## config.mk

```make
export PLATFORM = sky130hd
export DESIGN_NAME = fifo_rd_ctrl
export DESIGN_NICKNAME = d
export VERILOG_FILES = /design/src/rtl/fifo_pkg.sv /design/src/rtl/fifo_rd_ptr_gen.sv /design/src/rtl/fifo_rd_ctrl.sv
export SDC_FILE = /design/constraint.sdc
export NUM_CORES = 1
export LEC_CHECK = 0
export ABC_AREA = 1
export BUFFER_PORTS_ARGS = -buffer_cell sky130_fd_sc_hd__buf_4
export CAP_MARGIN = 20
export CORE_MARGIN = 1.5
export CORE_UTILIZATION = 45
export DETAILED_ROUTE_END_ITERATION = 10
export PLACE_DENSITY_LB_ADDON = 0.3
export SYNTH_ARGS = -nofsm -noshare
export SYNTH_HDL_FRONTEND = slang
export SYNTH_SLANG_ARGS = --single-unit
```

## constraint.sdc

```tcl
create_clock -name Clk -period 4.9 [get_ports Clk]
set_clock_uncertainty 0.15 [all_clocks]
set_input_delay 0.98 -clock Clk [delete_from_list [all_inputs] [get_ports Clk]]
set_output_delay 0.98 -clock Clk [all_outputs]
set_load 0.01 [all_outputs]
```

## src/rtl/fifo_pkg.sv

```systemverilog
`default_nettype none
// ============================================================================
//  Module   : fifo_pkg
//  Brief    : Shared FIFO constants and Gray/binary pointer conversions.
//  Revision : 1.0 - initial release
// ============================================================================
package fifo_pkg;

    localparam int DEF_A_WIDTH = 4;
    localparam int DEPTH       = 2 ** DEF_A_WIDTH;
    localparam int PTR_W       = DEF_A_WIDTH + 1;
    localparam int FN_W        = 32;

    typedef logic [PTR_W-1:0] ptr_t;

    // Conversions work on a wide word; callers size-cast in and out.
    function automatic logic [FN_W-1:0] bin2gray(input logic [FN_W-1:0] b);
        return b ^ (b >> 1);
    endfunction

    function automatic logic [FN_W-1:0] gray2bin(input logic [FN_W-1:0] g);
        logic [FN_W-1:0] b;
        b[FN_W-1] = g[FN_W-1];
        for (int i = FN_W - 2; i >= 0; i--) begin
            b[i] = b[i+1] ^ g[i];
        end
        return b;
    endfunction

endpackage
`default_nettype wire

```

## src/rtl/fifo_rd_ptr_gen.sv

```systemverilog
`default_nettype none
// ============================================================================
//  Module   : fifo_rd_ptr_gen
//  Brief    : Binary/Gray pointer counter with increment enable and
//             registered Gray output; shared by read and write sides.
//  Revision : 1.0 - initial release
// ============================================================================
module fifo_rd_ptr_gen
    import fifo_pkg::*;
#(
    parameter int PW = PTR_W
) (
    input  logic          Clk,
    input  logic          Resetn,
    input  logic          inc_i,
    output logic [PW-2:0] addr_o,
    output logic [PW-1:0] bin_next_o,
    output logic [PW-1:0] gray_o,
    output logic [PW-1:0] gray_next_o
);

    logic [PW-1:0] bin_q;
    logic [PW-1:0] bin_d;
    logic [PW-1:0] gray_q;
    logic [PW-1:0] gray_d;

    always_comb begin
        bin_d  = bin_q + {{(PW-1){1'b0}}, inc_i};
        gray_d = PW'(bin2gray(FN_W'(bin_d)));
    end

    always_ff @(posedge Clk or negedge Resetn) begin
        if (!Resetn) begin
            bin_q  <= '0;
            gray_q <= '0;
        end else begin
            bin_q  <= bin_d;
            gray_q <= gray_d;
        end
    end

    // Address is taken from the current pointer, before this cycle's increment.
    assign addr_o      = bin_q[PW-2:0];
    assign bin_next_o  = bin_d;
    assign gray_o      = gray_q;
    assign gray_next_o = gray_d;

endmodule
`default_nettype wire

```

## src/rtl/fifo_rd_ctrl.sv

```systemverilog
`default_nettype none
// ============================================================================
//  Module   : fifo_rd_ctrl
//  Brief    : Async-FIFO read-side controller: pointer, empty/level flags and
//             first-word-fall-through output stage.
//  Revision : 1.0 - initial release
// ============================================================================
module fifo_rd_ctrl
    import fifo_pkg::*;
#(
    parameter int a_width  = DEF_A_WIDTH,
    parameter int AE_LEVEL = 2,
    parameter int DW       = 8
) (
    input  logic               Clk,
    input  logic               Resetn,
    input  logic [a_width:0]   wr_syn_ptr,
    output logic [a_width:0]   rd_ptr,
    output logic               mem_rd_en,
    output logic [a_width-1:0] mem_rd_addr,
    input  logic [DW-1:0]      mem_rd_data,
    output logic [DW-1:0]      dout,
    output logic               dout_valid,
    input  logic               dout_ready,
    output logic               empty,
    output logic               almost_empty,
    output logic [a_width:0]   rd_level
);

    localparam int PW = a_width + 1;

    logic          fetch;
    logic [PW-1:0] rd_bin_next;
    logic [PW-1:0] rd_gray_next;
    logic [PW-1:0] wr_bin;

    logic          empty_q, empty_d;
    logic          ae_q, ae_d;
    logic [PW-1:0] level_q, level_d;
    logic          dout_valid_q, dout_valid_d;

    fifo_rd_ptr_gen #(
        .PW (PW)
    ) u_ptr (
        .Clk         (Clk),
        .Resetn      (Resetn),
        .inc_i       (fetch),
        .addr_o      (mem_rd_addr),
        .bin_next_o  (rd_bin_next),
        .gray_o      (rd_ptr),
        .gray_next_o (rd_gray_next)
    );

    // Fetch whenever the output slot is free or being drained this cycle.
    assign fetch     = !empty_q && (!dout_valid_q || dout_ready);
    assign mem_rd_en = fetch;
    assign wr_bin    = PW'(gray2bin(FN_W'(wr_syn_ptr)));

    always_comb begin
        empty_d      = (rd_gray_next == wr_syn_ptr);
        level_d      = wr_bin - rd_bin_next;
        ae_d         = (level_d <= PW'(AE_LEVEL));
        dout_valid_d = dout_valid_q;
        if (fetch) begin
            dout_valid_d = 1'b1;
        end else if (dout_ready) begin
            dout_valid_d = 1'b0;
        end
    end

    always_ff @(posedge Clk or negedge Resetn) begin
        if (!Resetn) begin
            empty_q      <= 1'b1;
            ae_q         <= 1'b1;
            level_q      <= '0;
            dout_valid_q <= 1'b0;
        end else begin
            empty_q      <= empty_d;
            ae_q         <= ae_d;
            level_q      <= level_d;
            dout_valid_q <= dout_valid_d;
        end
    end

    // The memory output register doubles as the output data stage.
    assign dout         = mem_rd_data;
    assign dout_valid   = dout_valid_q;
    assign empty        = empty_q;
    assign almost_empty = ae_q;
    assign rd_level     = level_q;

endmodule
`default_nettype wire

```

==> impl_metrics.py, run 1 <==
metrics = {
    "status": {
        "outcome": "complete, no violations",
    },
    "placed_design": {
        "hpwlAfterDp_um": 1480,
        "place_congestion": 0.828,
        "postPlaceCellArea_um2": 1230,
        "io_buffer_count": 25,
    },
    "synthesis": {
        "synthAdderAreaFrac_pct": 8.22,
        "synth_top_family_by_area": "simple AND/OR/NAND/NOR gates",
        "synth_top_area_share_pct": 35.2,
        "syn_area_um2": 1070,
        "synth-compound-area-share_pct": 0.939,
        "synth_edf_count": 0,
        "yosysTopAreaCell": "dfrtp_1",
        "synth_simple_gate_area_share_pct": 23.6,
        "synthTopCellsByArea": "dfrtp_1 35%, ha_1 8.2%, nand2_1 7.7%, xor2_2 6.1%, inv_1 6.0%",
        "yosys_most_used_dff": "dfrtp_1",
        "syn_nets": 138,
        "synthMuxAreaShare_pct": 0,
        "avgSynthCellArea_um2": 9.27,
        "synthCells": 115,
        "synth.distinct_cells": 22,
        "ys_seq_elements": 17,
        "async_reset_ff_share_pct": 100,
        "yosys_warnings": 0,
        "synthXorXnorAreaFrac_pct": 15.1,
        "seq_area_frac_synth_pct": 40.1,
    },
    "timing": {
        "setup_viol_count_final": 0,
        "tightest_slew_ns": 0.316,
        "hold_viol": 0,
        "fmax_mhz": 346,
        "max_slew_margin_pct": 78.8,
        "setup_tns_ns": 0,
        "finalCriticalPeriod_ns": 2.89,
        "rsz0062_at_grt": "no",
        "fin_crit_sh_pct": 59.0,
        "slew_viol_final": 0,
    },
    "cells_and_area": {
        "nets": 160,
        "fin_util_pct": 56.2,
        "final_cell_mix": "25 x buf_4, 22 x nand2_1, 17 x inv_1",
        "design_area_um2": 1250,
        "area.growth.synth_to_final_pct": 17.7,
        "antenna_cells": 0,
        "layout_commonest_cell": "buf_4",
        "drive_gt1_share_pct": 34.6,
    },
    "floorplan": {
        "rows": 17,
        "ios": 42,
        "die_x_um": 51.7,
        "initial_core_util_pct": 47.7,
        "die_area_um2": 2670,
        "die_y_um": 51.7,
        "core_um2": 2230,
    },
    "worst_setup_path": {
        "path_delay_family": "simple AND/OR/NAND/NOR gates",
        "cp_max_fo": 4,
        "critical_path.slowest_cell": "ha_1",
        "worst_setup_path_end_kind": "flop",
        "criticalPathCategory": "in -> reg",
        "crit_buf_inv": 3,
        "critPathRequiredTime_ns": 4.98,
        "crit_path_start_kind": "primary input",
        "crit_arrival_ns": 2.97,
        "critPathMostFrequentCell": "nand2_1",
        "cp_slowest_stage_delay_ns": 0.34,
        "crit_chain": "buf_4 > inv_1 > a21oi_1 > ha_1 > nand3_1 > or2_0 > nand2_2 > inv_1 > ha_1 > a21oi_1 > nand2_1 > nand2_1 > nand2_1 > nor2_1",
    },
    "detailed_routing": {
        "wl_met3_um": 101,
        "wl_met2_um": 883,
        "drcViolationCount": 0,
        "wire_per_inst_um": 10.6,
        "ant_nets": 0,
        "dr.max_layer_used": "met4",
        "wl_um": 1740,
        "wl_met1_um": 740,
        "via_count": 753,
        "drtIter0Drc": 8,
        "drt_pass1_iterations": 4,
        "viasPerCell": 4.59,
    },
    "pwr": {
        "power_density_nw_per_um2": 766,
        "p_leak_nw": 0.670,
        "finalPower_mw": 0.961,
        "ir_drop_mv": 0.301,
    },
    "grt": {
        "grt_overflow_total": 0,
        "track_usage_pct": 15.0,
        "grt_pass1_vias": 701,
        "grt_pass1_wl_um": 2950,
        "antenna_found_initial": 0,
        "grt_max_degree": 18,
    },
    "clock_network": {
        "cts_buffers": 3,
        "post_cts_buffers": 0,
        "insertion_delay_ns": 0.28,
        "ctsResizeCount": 0,
        "hold_buffers": 0,
        "cts_sinks": 17,
        "cts-root-buf": "clkbuf_4",
        "clock_path_buffers": 2,
        "cts_tree": "yes",
        "clkTransAtPathRegs_ns": 0.09,
        "htree_levels": 1,
    },
    "run": {
        "max-cap-violations": 0,
    },
    "min_path": {
        "worstHoldPathType": "reg -> reg",
    },
}
report_power, final:
group / switching (mW) / leakage, nW / internal, mW / total [mW]
registers: 0.0403 / 0.195 / 0.219 / 0.259
logic: 0.347 / 0.460 / 0.283 / 0.630
clock network: 0.0404 / 0.0150 / 0.0316 / 0.0720
worst reg2reg max path, delay by kind of cell, from the launching register on:
kind | cells | cell delay [ns]
and+or+nand+nor | 7 | 0.80
buffers and inverters | 1 | 0.07
DFF | 1 | 0.40
AOI/OAI and AO/OA | 2 | 0.47
adders and majority gates | 2 | 0.59
cell families (layout without fill, tap and decap cells):
logic type	count (synthesis)	after routing
and+or+nand+nor	51	51
buffers and inverters	26	47
DFF	17	17
xor gates and xnor gates	12	12
adders and majority gates	7	7
AOI/OAI and AO/OA	2	2
flip-flops by register name (all words and copies together), names as in the netlist:
| signal | flops |
|---|---|
| u_ptr.gray_o | 4 |
| dout_valid | 1 |
| rd_level | 5 |
| u_ptr.bin_q | 5 |
| empty | 1 |
| almost_empty | 1 |
final timing paths:
kind	start	slack [ns]	depth (start not counted)	endpoint
min	empty$_DFF_PN1_	0.31	1	dout_valid$_DFFE_PN0P_
min reg2reg	empty$_DFF_PN1_	0.31	1	dout_valid$_DFFE_PN0P_
min in group asynchronous	Resetn	0.39	1	dout_valid$_DFFE_PN0P_
max reg2reg	dout_valid$_DFFE_PN0P_	2.39	12	almost_empty$_DFF_PN1_
max	dout_ready	2.01	14	almost_empty$_DFF_PN1_
max in group asynchronous	Resetn	3.96	1	almost_empty$_DFF_PN1_
area by class of cell:
class | instances | area [µm²]
Inverter | 18 | 67.6
Multi-Input combinational cell | 72 | 510
Fill cell | 214 | 978
Tap cell | 28 | 35.0
Timing Repair Buffer | 25 | 188
Clock buffer | 4 | 26.3
Sequential cell | 17 | 428
cells in the mapped netlist, types with 3 or more instances:
library cell / instances
nand2_1: 22
inv_1: 17
dfrtp_1: 15
nand3_1: 12
buf_4: 8
ha_1: 7
nor2_1: 5
nand2_2: 4
xor2_1: 4
xor2_2: 4
nand3_2: 3
layer usage:
| layer | track usage [%] | up-vias |
|---|---|---|
| met5 | 0 | - |
| met4 | 10.1 | 0 |
| met3 | 2.59 | 2 |
| met2 | 23.5 | 23 |
| met1 | 18.9 | 342 |
| li1 | - | 386 |
per-stage QoR:
step	hold slack, ns	cells	setup WS, ns
final	0.315	164	2.01
after global routing	0.354	164	1.86
after CTS	0.315	164	2.00
after detailed placement	0.294	160	1.69
after global placement	0.291	160	1.81
after floorplan	0.308	115	1.92
Note: power is estimated with default switching activity, not from simulation.
==> run 2, diff against run 1 <==
--- a/config.mk
+++ b/config.mk
@@ -5,7 +5,7 @@
 export SDC_FILE = /design/constraint.sdc
 export NUM_CORES = 1
 export LEC_CHECK = 0
-export ABC_AREA = 1
+export ABC_AREA = 0
 export BUFFER_PORTS_ARGS = -buffer_cell sky130_fd_sc_hd__buf_4
 export CAP_MARGIN = 20
 export CORE_MARGIN = 1.5
==> constraint.sdc (replaced) <==
create_clock -name Clk -period 2.9 [get_ports Clk]
set_clock_uncertainty 0.15 [all_clocks]
set_input_delay 0.58 -clock Clk [delete_from_list [all_inputs] [get_ports Clk]]
set_output_delay 0.58 -clock Clk [all_outputs]
set_load 0.01 [all_outputs]
==> run 2 against run 1 <==
Cell count fell by 1.2%. Register-to-register slack lost 2.2 ns. Core utilization increased by 5.9 points. Clock-buffer cell count did not move. Global-route usage is 2.4 points higher. Setup slack got worse by 1.9 ns. Non-clock buffer count grew 14. Critical path type unchanged. Largest cell class unchanged.
==> impl_metrics.py, run 2 <==
metrics = {
    "placed_design": {
        "place_ws_ns": -0.160,
        "hpwlAfterDp_um": 1700,
        "io_buffer_count": 25,
        "place_congestion": 0.819,
    },
    "pwr": {
        "seqPwrFrac_pct": 22.8,
        "p_leak_nw": 0.662,
        "ir_drop_mv": 0.802,
        "power_density_nw_per_um2": 1390,
        "internal_power_mw": 1.15,
        "p_sw_mw": 0.793,
        "pwr-share-comb_pct": 70.9,
        "p_clk_share_pct": 6.3,
        "p_sw_share_pct": 40.8,
    },
    "synthesis": {
        "synth_edf_count": 0,
        "syn_nets": 122,
        "synthCells": 99,
        "synth_top_area_share_pct": 34.2,
        "yosysMostFrequentCell": "dfrtp_1",
        "seq_area_frac_synth_pct": 39.0,
        "syn_area_um2": 1100,
        "ys_seq_elements": 17,
        "avgSynthCellArea_um2": 11.1,
        "yosysTopAreaCell": "dfrtp_1",
        "synth.distinct_cells": 32,
        "yosys_warnings": 0,
        "yosys_most_used_dff": "dfrtp_1",
        "netlist_top_cells_count": "15 x dfrtp_1, 12 x xnor2_1, 8 x buf_4, 8 x inv_1, 7 x ha_1",
        "async_reset_ff_share_pct": 100,
        "synthTopCellsByArea": "dfrtp_1 34%, xnor2_1 9.6%, ha_1 8.0%, buf_4 5.5%, dfstp_2 4.8%",
    },
    "detailed_routing": {
        "drt_pass1_iterations": 4,
        "viasPerCell": 5.02,
        "wire_per_inst_um": 12.8,
        "drcViolationCount": 0,
        "wl_um": 2070,
        "ant_nets": 0,
        "drtIter0Drc": 18,
        "via_count": 814,
    },
    "worst_setup_path": {
        "worst_setup_path_end_kind": "flop",
        "criticalPathCategory": "in -> reg",
        "crit_path_start_kind": "primary input",
        "crit_start": "wr_syn_ptr[4]",
        "cp_max_fo": 4,
        "rr_worst_depth": 10,
        "crit_arrival_ns": 2.85,
        "timing.rr.start": "empty$_DFF_PN1_",
        "critPathRequiredTime_ns": 2.96,
    },
    "floorplan": {
        "initial_core_util_pct": 48.7,
        "ios": 42,
        "die_x_um": 52.4,
        "rows": 17,
        "core_um2": 2250,
        "die_y_um": 52.4,
        "die_area_um2": 2750,
    },
    "timing": {
        "hold_viol": 0,
        "max_slew_margin_pct": 68.7,
        "fmax_mhz": 359,
        "fin_crit_sh_pct": 96.0,
        "setup_viol_count_final": 0,
        "tightest_slew_ns": 0.466,
        "setup_ws_ns": 0.116,
        "slew_viol_final": 0,
        "rsz0062_at_grt": "no",
        "finalCriticalPeriod_ns": 2.78,
    },
    "run": {
        "max-cap-violations": 0,
    },
    "cells_and_area": {
        "fin_util_pct": 62.0,
        "final_cell_mix": "38 x buf_4, 15 x dfrtp_1, 12 x xnor2_1",
        "area.growth.synth_to_final_pct": 27.3,
        "layout_commonest_cell": "buf_4",
        "drive_gt1_share_pct": 40.3,
        "antenna_cells": 0,
        "nets": 158,
    },
    "grt": {
        "grt_max_degree": 18,
        "track_usage_pct": 17.4,
        "grt_pass1_wl_um": 3450,
        "antenna_found_initial": 0,
        "grt_overflow_total": 0,
        "grt_pass1_vias": 836,
    },
    "clock_network": {
        "clock_path_buffers": 2,
        "clkTransAtPathRegs_ns": 0.10,
        "post_cts_buffers": 0,
        "cts-root-buf": "clkbuf_4",
        "cts_tree": "yes",
        "cts_buffers": 3,
        "htree_levels": 1,
        "insertion_delay_ns": 0.28,
        "cts_sinks": 17,
    },
    "min_path": {
        "worstHoldStart": "empty$_DFF_PN1_",
        "worstHoldPathType": "reg -> reg",
        "min_path_cells": 1,
    },
    "status": {
        "outcome": "complete, no violations",
    },
}
run 2: cell families after synthesis:
| logic type | after synthesis | share of synthesized area, % |
|---|---|---|
| and+or+nand+nor | 27 | 15.5 |
| xor gates and xnor gates | 20 | 20.7 |
| DFF | 17 | 39.0 |
| buffers and inverters | 16 | 8.20 |
| AOI/OAI and AO/OA | 10 | 6.26 |
| adders and majority gates | 7 | 7.97 |
| muxes | 2 | 2.39 |
run 2: cell type report:
cell class,count,area (µm²)
multi-input cells,66,584
clock buffers,4,26.3
inverters,8,30.0
fillers,189,856
flip-flops and latches,17,428
well taps,28,35.0
repair buffers,39,295
run 2: repair_timing:
item,4_1_cts,5_1_grt
gates resized for setup,0,0
hold endpoints to repair,15,0
hold buffers,1,0
setup endpoints to repair,0,0
run 2: power groups by stage:
stage	registers [mW]	logic [mW]	clock network, mW
2_1_floorplan	0.499	0.856	0
3_3_place_gp	0.445	1.35	0
3_5_place_dp	0.449	1.38	0
4_1_cts	0.444	1.39	0.130
5_1_grt	0.458	1.51	0.145
6_report	0.443	1.38	0.123
run 2: worst paths after layout:
kind                                       endpoint  slack (ns)
setup / recovery             almost_empty$_DFF_PN1_        0.12
hold reg to reg              dout_valid$_DFFE_PN0P_        0.34
max in group asynchronous           empty$_DFF_PN1_        1.81
min in group asynchronous  u_ptr.bin_q[2]$_DFF_PN0_        0.54
hold / removal               dout_valid$_DFFE_PN0P_        0.34
setup reg to reg             almost_empty$_DFF_PN1_        0.16
run 2: metrics by stage:
step | power (mW) | setup TNS [ns] | cell area [µm²] | cells | hold slack (ns)
5_1_grt | 2.12 | 0 | 1400 | 162 | 0.336
4_1_cts | 1.96 | 0 | 1400 | 162 | 0.342
3_3_place_gp | 1.79 | -0.172 | 1360 | 157 | 0.304
3_5_place_dp | 1.83 | -0.273 | 1360 | 157 | 0.309
2_1_floorplan | 1.35 | 0 | 1100 | 99 | 0.134
6_report | 1.94 | 0 | 1400 | 162 | 0.343
run 2: critical path: stages:
cell	delay, ns
buf_4	0.11
xnor3_2	0.46
xor2_4	0.17
xor2_1	0.17
ha_1	0.23
inv_1	0.08
ha_1	0.22
and2_2	0.19
nor4_1	0.30
o2bb2ai_1	0.18
a211oi_2	0.16
run 2: per-layer routing:
metal / vias to the layer above / global-route usage, % / share of wire (%)
met4: 0 / 10.3 / 1.6
met3: 8 / 2.29 / 4.1
met1: 384 / 20.1 / 41
met2: 23 / 30.4 / 54
met5: - / 0 / 0
li1: 399 / - / -
==> run 3, diff against run 2 <==
--- a/config.mk
+++ b/config.mk
@@ -8,8 +8,9 @@
 export ABC_AREA = 0
 export BUFFER_PORTS_ARGS = -buffer_cell sky130_fd_sc_hd__buf_4
 export CAP_MARGIN = 20
+export CORE_ASPECT_RATIO = 1.75
 export CORE_MARGIN = 1.5
-export CORE_UTILIZATION = 45
+export CORE_UTILIZATION = 41
 export DETAILED_ROUTE_END_ITERATION = 10
 export PLACE_DENSITY_LB_ADDON = 0.3
 export SYNTH_ARGS = -nofsm -noshare
==> run 3 against run 2 <==
Cell count decreased by 3.1%. Total power up 4.4%. Cell area is 1.7% higher. Global-route usage is 1.4 points lower. Non-clock buffer count decreased by 3. Register-to-register slack improved by 0.03 ns. Core utilization shrank 5.6 points. Sequential power rose by 0.9%. Fmax rose by 0.63%. Largest cell class unchanged.
==> impl_metrics.py, run 3 (synthesized netlist as in run 2, its figures left out) <==
metrics = {
    "run": {
        "max-cap-violations": 0,
    },
    "worst_setup_path": {
        "criticalPathCategory": "in -> reg",
        "cp_max_fo": 3,
        "crit_arrival_ns": 2.79,
        "r2r_end": "almost_empty$_DFF_PN1_",
        "rr_worst_depth": 10,
        "crit_start": "wr_syn_ptr[4]",
        "critPathRequiredTime_ns": 2.92,
        "worst_setup_path_end_kind": "flop",
        "timing.rr.start": "empty$_DFF_PN1_",
        "r2r_slack_ns": 0.19,
        "crit_path_start_kind": "primary input",
    },
    "clock_network": {
        "cts-root-buf": "clkbuf_8",
        "insertion_delay_ns": 0.25,
        "clkTransAtPathRegs_ns": 0.07,
        "cts_buffers": 3,
        "clock_path_buffers": 2,
        "cts_tree": "yes",
        "hold_buffers": 0,
        "ctsResizeCount": 0,
        "post_cts_buffers": 0,
        "cts_sinks": 17,
        "htree_levels": 1,
    },
    "grt": {
        "grt_pass1_vias": 800,
        "antenna_found_initial": 0,
        "grt_pass1_wl_um": 3590,
        "grt_max_degree": 18,
        "grt_overflow_total": 0,
        "track_usage_pct": 16.1,
    },
    "cells_and_area": {
        "nets": 155,
        "drive_gt1_share_pct": 43.5,
        "layout_commonest_cell": "buf_4",
        "final_cell_mix": "36 x buf_4, 15 x dfrtp_1, 12 x xnor2_1",
        "design_area_um2": 1420,
        "area.growth.synth_to_final_pct": 29.5,
        "antenna_cells": 0,
    },
    "timing": {
        "hold_viol": 0,
        "slew_viol_final": 0,
        "tightest_slew_ns": 0.455,
        "finalCriticalPeriod_ns": 2.77,
        "setup_viol_count_final": 0,
        "max_slew_margin_pct": 69.4,
        "worst_hold_slack_ns": 0.0238,
        "fin_crit_sh_pct": 95.4,
        "fmax_mhz": 361,
    },
    "placed_design": {
        "hpwlAfterDp_um": 1760,
        "place_congestion": 0.806,
        "io_buffer_count": 25,
        "postPlaceCellArea_um2": 1350,
    },
    "detailed_routing": {
        "viasPerCell": 5.15,
        "via_count": 808,
        "ant_nets": 0,
        "drtIter0Drc": 8,
        "wl_um": 2210,
        "wire_per_inst_um": 14.0,
        "drt_pass1_iterations": 4,
        "drcViolationCount": 0,
    },
    "floorplan": {
        "initial_core_util_pct": 43.6,
        "core_um2": 2520,
        "ios": 42,
        "die_y_um": 71.5,
        "die_x_um": 42.1,
        "rows": 24,
        "die_area_um2": 3010,
    },
    "pwr": {
        "ir_drop_mv": 0.646,
        "p_leak_nw": 0.663,
        "power_density_nw_per_um2": 1430,
    },
    "min_path": {
        "worstHoldPathType": "in -> async",
    },
    "status": {
        "outcome": "complete, no violations",
    },
}
[run 3: where the power goes]
part           leakage (nW)  internal (mW)  total, mW  switching [mW]
Sequential            0.193          0.372      0.447          0.0749
Combinational         0.444          0.734       1.40           0.671
Clock                0.0255         0.0954      0.177          0.0820
[run 3: worst max path at each step]
stage | end | depth (start not counted) | slack [ns]
floorplan | almost_empty$_DFF_PN1_ | 11 | 0.02
global placement | almost_empty$_DFF_PN1_ | 11 | -0.13
detailed placement | almost_empty$_DFF_PN1_ | 11 | -0.13
CTS | almost_empty$_DFF_PN1_ | 10 | 0.12
global route | almost_empty$_DFF_PN1_ | 11 | -0.004
finish | almost_empty$_DFF_PN1_ | 10 | 0.13
[run 3: worst max-delay path, cell delays in order]
cell and delay, ns:
buf_4 0.11, xnor3_2 0.47, xor2_4 0.17, xor2_1 0.18, ha_1 0.21, inv_1 0.07
a21oi_1 0.18, nor3_1 0.07, or4b_4 0.54, a211oi_2 0.20
[run 3: layer usage]
layer / up-vias / GRT usage [%] / share of wire, %
met5: - / 0 / 0
met4: 0 / 10.1 / 2.2
met3: 4 / 1.51 / 3.4
met2: 21 / 31.1 / 58
met1: 390 / 15.6 / 37
li1: 393 / - / -
[run 3: area by class of cell]
cell class	instances	area [µm²]
Clock inverter	1	5.00
Multi-Input combinational cell	66	616
Clock buffer	3	41.3
Inverter	8	30.0
Timing Repair Buffer	36	270
Tap cell	26	32.5
Fill cell	238	1100
Sequential cell	17	428
[run 3: metrics by stage]
| stage | power (mW) | setup TNS [ns] | cells | util (%) | setup WS [ns] |
|---|---|---|---|---|---|
| finish | 2.03 | 0 | 157 | 56.4 | 0.133 |
| global route | 2.19 | -0.00380 | 157 | 56.4 | -0.00380 |
| floorplan | 1.35 | 0 | 99 | - | 0.0153 |
| detailed placement | 1.81 | -0.225 | 153 | 53.3 | -0.130 |
| global placement | 1.78 | -0.205 | 153 | 53.3 | -0.131 |
| CTS | 2.00 | 0 | 157 | 55.2 | 0.124 |
